==> src/rtl/fifo_rd_stream_24.sv <==
// -----------------------------------------------------------------------------
// fifo_rd_stream_24
//
// Reader end of the 2048x24 synchronous pixel FIFO in the image_filter path.
// It drains the FIFO read port into a valid/ready pixel stream. The FIFO has
// no output register, so read data appears one cycle after fifo_rd_en. A
// 3-entry skid buffer absorbs that latency. Full throughput is kept, and there
// is no combinational path from m_ready to fifo_rd_en. Raster counters tag
// each beat with start-of-frame, end-of-line and end-of-frame markers.
//
// Ports
//   clk            system clock, shared with the FIFO
//   rst            synchronous active-high reset, shared with the FIFO
//   fifo_rd_en     read strobe to the FIFO
//   fifo_rd_data   FIFO read data, valid the cycle after fifo_rd_en
//   fifo_rd_empty  FIFO empty flag
//   m_valid        stream data valid
//   m_ready        downstream ready
//   m_data         pixel data (head of the skid buffer)
//   m_sof          current beat is pixel (0,0) of the frame
//   m_eol          current beat is the last pixel of its line
//   m_eof          current beat is the last pixel of the frame
// -----------------------------------------------------------------------------
module fifo_rd_stream_24 #(
   parameter int DATA_WIDTH = 24,
   parameter int H_ACTIVE   = 1280,
   parameter int V_ACTIVE   = 720,
   parameter int CNT_W      = 12
) (
   input  logic                  clk,
   input  logic                  rst,
   output logic                  fifo_rd_en,
   input  logic [DATA_WIDTH-1:0] fifo_rd_data,
   input  logic                  fifo_rd_empty,
   output logic                  m_valid,
   input  logic                  m_ready,
   output logic [DATA_WIDTH-1:0] m_data,
   output logic                  m_sof,
   output logic                  m_eol,
   output logic                  m_eof
);

   localparam logic [CNT_W-1:0] X_LAST = CNT_W'(H_ACTIVE - 1);
   localparam logic [CNT_W-1:0] Y_LAST = CNT_W'(V_ACTIVE - 1);

   logic [1:0]            occ;       // words held in the skid buffer (0..3)
   logic                  infl;      // a FIFO read is in flight this cycle
   logic [1:0]            head;
   logic [1:0]            tail;
   logic [DATA_WIDTH-1:0] skid_q [3];
   logic [CNT_W-1:0]      x;
   logic [CNT_W-1:0]      y;

   logic [2:0]            pending;
   logic                  transfer;
   logic                  x_last;
   logic                  y_last;

   // Circular pointer over the 3 buffer slots: 0 -> 1 -> 2 -> 0.
   function automatic logic [1:0] ptr_inc(input logic [1:0] p);
      return (p == 2'd2) ? 2'd0 : p + 2'd1;
   endfunction

   // Issue depends only on registered occupancy and the FIFO flag. Counting
   // the in-flight word means the buffer always has a free slot for any word
   // that lands. That is why occ can never exceed 3.
   assign pending    = {1'b0, occ} + {2'b0, infl};
   assign fifo_rd_en = !rst && !fifo_rd_empty && (pending <= 3'd2);

   assign m_valid  = !rst && (occ != 2'd0);
   assign transfer = m_valid && m_ready;
   assign m_data   = m_valid ? skid_q[head] : '0;

   assign x_last = (x == X_LAST);
   assign y_last = (y == Y_LAST);
   assign m_sof  = m_valid && (x == '0) && (y == '0);
   assign m_eol  = m_valid && x_last;
   assign m_eof  = m_valid && x_last && y_last;

   // NOTE: sequential state uses non-blocking assignments so every register
   // samples pre-edge values, independent of statement order.
   always_ff @(posedge clk) begin
      if (rst) begin
         occ  <= 2'd0;
         infl <= 1'b0;
         head <= 2'd0;
         tail <= 2'd0;
         x    <= '0;
         y    <= '0;
      end else begin
         infl <= fifo_rd_en;
         if (infl) begin
            tail <= ptr_inc(tail);
         end
         if (transfer) begin
            head <= ptr_inc(head);
         end
         // Capture and transfer in the same cycle cancel out.
         occ <= occ + {1'b0, infl} - {1'b0, transfer};

         if (transfer) begin
            if (x_last) begin
               x <= '0;
               y <= y_last ? '0 : y + CNT_W'(1);
            end else begin
               x <= x + CNT_W'(1);
            end
         end
      end
   end

   // NOTE: the data slots have no reset. occ gates every read of them, so a
   // stale value is never presented as valid, and skipping the reset keeps
   // the reset fan-out off the datapath.
   always_ff @(posedge clk) begin
      if (infl) begin
         skid_q[tail] <= fifo_rd_data;
      end
   end

endmodule

==> config.mk <==
export PLATFORM = sky130hd
export DESIGN_NAME = fifo_rd_stream_24
export DESIGN_NICKNAME = d
export VERILOG_FILES = /design/src/rtl/fifo_rd_stream_24.sv
export SDC_FILE = /design/constraint.sdc
export NUM_CORES = 1
export LEC_CHECK = 0
export ABC_CLOCK_PERIOD_IN_PS = 3700
export CELL_PAD_IN_SITES_DETAIL_PLACEMENT = 1
export CELL_PAD_IN_SITES_GLOBAL_PLACEMENT = 1
export CORE_ASPECT_RATIO = 1.4
export CORE_UTILIZATION = 44
export DETAILED_ROUTE_END_ITERATION = 6
export GPL_TIMING_DRIVEN = 0
export PLACE_DENSITY_LB_ADDON = 0.1
export SKIP_CTS_REPAIR_TIMING = 1
export SYNTH_ARGS = -nofsm -noshare
export SYNTH_HDL_FRONTEND = slang
export SYNTH_SLANG_ARGS = --single-unit
==> constraint.sdc <==
create_clock -name clk -period 3.7 [get_ports clk]
set_input_delay 0.555 -clock clk [delete_from_list [all_inputs] [get_ports clk]]
set_output_delay 0.555 -clock clk [all_outputs]
set_load 0.05 [all_outputs]
==> out/results.tsv <==
metric	value	unit
biggest area consumer among synthesized cells	edfxtp_1	
Pwr per Cell Area	490	nW/um2
Chip Height	122	um
antenna fix cells	0	
Finished Layout Cells	599	
Most used DFF post-synth	edfxtp_1	
drt via density	5.45	
FF-to-FF path depth	5	
# DRC	0	
total power	2.75	mW
reg-to-reg slack, setup	1.36	ns
#FFs+latches synth	105	
Placer Congestion	0.877	
max_cap viols	0	
Clk pin slew, worst setup/hold paths	0.07	ns
CP Class	reg -> out	
Slowest-stage cell, CP	clkdlybuf4s50_1	
WP data required	3.14	ns
Arr. time, crit path	2.95	ns
RSZ-0062 raised after global routing	false	
share of cells above drive strength 1	7.97	%
status	finished clean	
Setup crit start kind	register	
crit-path max FO	10	
pin count of the biggest net entering global routing	17	
Post-Syn Instances	388	
Cell variety after synth	39	
Most Frequent Cell on Critical Path	nor2_1	
die width	87.6	um
CP peak stage delay	0.82	ns
fill count	1035	
PortBufs	56	
deepest clock path buffer count	2	
CP Depth	7	
Final setup violation count	0	
initial core utilization	45.3	%
Avg Cell Area, Syn	11.6	um2
worst path bufs/invs	3	
net count after synthesis	424	
worst hold slack	0.482	ns
drt wl/cell	18.1	um
clock latency at the later pin of the worst-skew pair	0.34	ns
synth top area cells	edfxtp_1, dfxtp_1, mux2i_1	
drt first-iter violations	94	
Crit path max-delay family	buffers and inverters	
async set-reset flop share out of synthesis	0	%
IO Count	57	
Hold Vio Cnt, Final	0	
CTS buffer count	9	
Worst-Margin Slew	0.963	ns
DP Worst Slack	-0.0384	ns
worst hold-check path type	reg -> reg	
final slew viol count	0	
setup ws final	0.195	ns
Root Driver	clkbuf_16	
vias in the first global route	3479	
first-pass GRT wire length	17500	um
Critical Path Sink	m_data[16]	
via count	3265	
std cell rows	43	
Tot GR Track Use	22.1	%
DRT Pass-1 Iters	5	
CTS HTree Levels	3	
crit path time final	3.50	ns
Cells after DPL	584	
CTS tree	done	
period utilization	94.7	%
Die Area	10700	um2
HPWL after DPL	7810	um
nature of the critical path endpoint	output pin	
Storage cell area	2820	um2
Total Nets Final	496	
cell chain of the critical path	clkbuf_1 -> buf_1 -> mux2i_1 -> nor2_1 -> a21oi_1 -> nor2_1 -> clkdlybuf4s50_1	
initial antenna violation count	0	
Peak VDD IR	0.245	mV
Multi-input gate area	1570	um2
r2r endpoint	x[5]$_SDFFE_PP0P_	
Post-synth EDFFs	72	
CORE AREA	9950	um2
Setup Skew	0.00656	ns
post-route ant nets	0	
Yosys warning count	0	
leakage power	1.87	nW
Post-Synthesis Cell Area	4510	um2
number of clock sinks	105	
Max Freq	285	MHz
reg2reg start	x[0]$_SDFFE_PP0P_	
Synth-to-Final Area Change	24.6	%
Overflow after GRT	0	
relative slew slack	35.5	%
WL final	10900	um
Seq/Total Area, Yosys	62.6	%
post-synth top area share	47.9	%
power by group:
group / switching, mW / total [mW] / internal [mW]
combinational: 0.333 / 0.517 / 0.184
clock: 0.396 / 0.913 / 0.517
sequential: 0.0231 / 1.33 / 1.30
area by class of cell:
type,count,share of cell area [%]
sequential,105,50.2
multi-input combinational,250,27.9
timing repair buffer,61,11.4
clock buffer,9,4.01
tap,135,3.01
buffer,18,1.43
clock inverter,6,1.07
inverter,15,1.00
cells in the final DEF, fill, tap and decap left out, types with 2 or more instances in the layout:
master	count
nor4_1	4
nand3_1	20
o21ai_1	2
clkbuf_1	11
o31ai_1	8
mux2i_1	24
or4_1	5
nor2_1	59
a21oi_1	37
a211oi_2	7
inv_1	14
o21ai_0	8
nand2_1	13
xor2_1	3
clkbuf_2	3
buf_1	2
nor3_1	6
clkdlybuf4s50_1	54
dlymetal6s2s_1	2
buf_6	5
clkbuf_16	9
edfxtp_1	72
or3_1	5
nor2b_1	2
clkinv_1	2
and3_1	5
and4_1	3
ha_1	8
o32ai_1	6
xnor2_1	4
nand4_1	8
clkinv_4	2
or4_4	2
dfxtp_1	33
stage by stage:
stage	area (um2)	TNS (ns)	utilization (%)
3_5_place_dp	5320	-0.186	53.5
2_1_floorplan	4510	0	-
6_report	5620	0	56.4
4_1_cts	5610	-0.172	56.4
3_3_place_gp	5240	-15.70	52.6
5_1_grt	5620	0	56.4
cell usage after synthesis, drive strengths merged (2+ instances only):
| cell | instances |
|---|---|
| and4 | 3 |
| o32ai | 6 |
| buf | 5 |
| o21ai | 10 |
| nor3 | 7 |
| nor2 | 60 |
| edfxtp | 72 |
| clkbuf | 13 |
| mux2i | 24 |
| nand4 | 8 |
| xnor2 | 4 |
| or4 | 7 |
| nor4 | 4 |
| nand3 | 20 |
| nor2b | 2 |
| and3 | 5 |
| ha | 8 |
| inv | 15 |
| a211oi | 7 |
| dfxtp | 33 |
| a21oi | 37 |
| xor2 | 3 |
| or3 | 5 |
| nand2 | 13 |
| o31ai | 8 |
cell families after synthesis:
family                   count (synthesis)  share of synthesized area [%]
AND/OR/NAND/NOR                        139                           15.2
flip-flops                             105                           62.6
AO/OA/AOI/OAI                           72                           10.4
buffers and inverters                   33                           2.94
multiplexers                            24                           5.33
adder cells (fa/ha/maj)                  8                           2.22
XOR/XNOR                                 7                           1.36
worst register-to-register path: cells and delay by family (launching register included):
kind / cells / cell delay [ns]
flops: 1 / 0.47
compound gates: 1 / 0.70
simple gates: 3 / 0.71
fa+ha+maj: 1 / 0.31
per-layer routing:
metal  wire length [um]  global-route usage (%)  up-vias  part of all wire [%]
met5                  0                       0        -                     0
li1                   -                       -     1580                     -
met4                112                    7.17        0                   1.0
met3                356                    4.07        8                   3.3
met1               4280                    24.4     1619                    39
met2               6110                    41.9       58                    56
how the worst min path moves through the flow:
stage | to | slack, ns | startpoint | depth (start not counted)
after floorplan | x[11]$_SDFFE_PP0P_ | 0.45 | x[11]$_SDFFE_PP0P_ | 2
after global placement | x[11]$_SDFFE_PP0P_ | 0.46 | x[11]$_SDFFE_PP0P_ | 2
after detailed placement | x[11]$_SDFFE_PP0P_ | 0.48 | x[11]$_SDFFE_PP0P_ | 2
after CTS | x[11]$_SDFFE_PP0P_ | 0.49 | x[11]$_SDFFE_PP0P_ | 2
after global routing | x[11]$_SDFFE_PP0P_ | 0.52 | x[11]$_SDFFE_PP0P_ | 2
final | x[11]$_SDFFE_PP0P_ | 0.48 | x[11]$_SDFFE_PP0P_ | 2
sequential cells by signal (all words and copies together), names as in the netlist, named ones only:
| signal | flops |
|---|---|
| infl | 1 |
| y | 12 |
| head | 2 |
| skid_q | 72 |
| tail | 2 |
| occ | 2 |
| x | 12 |
Note: power is estimated with default switching activity, not from simulation.
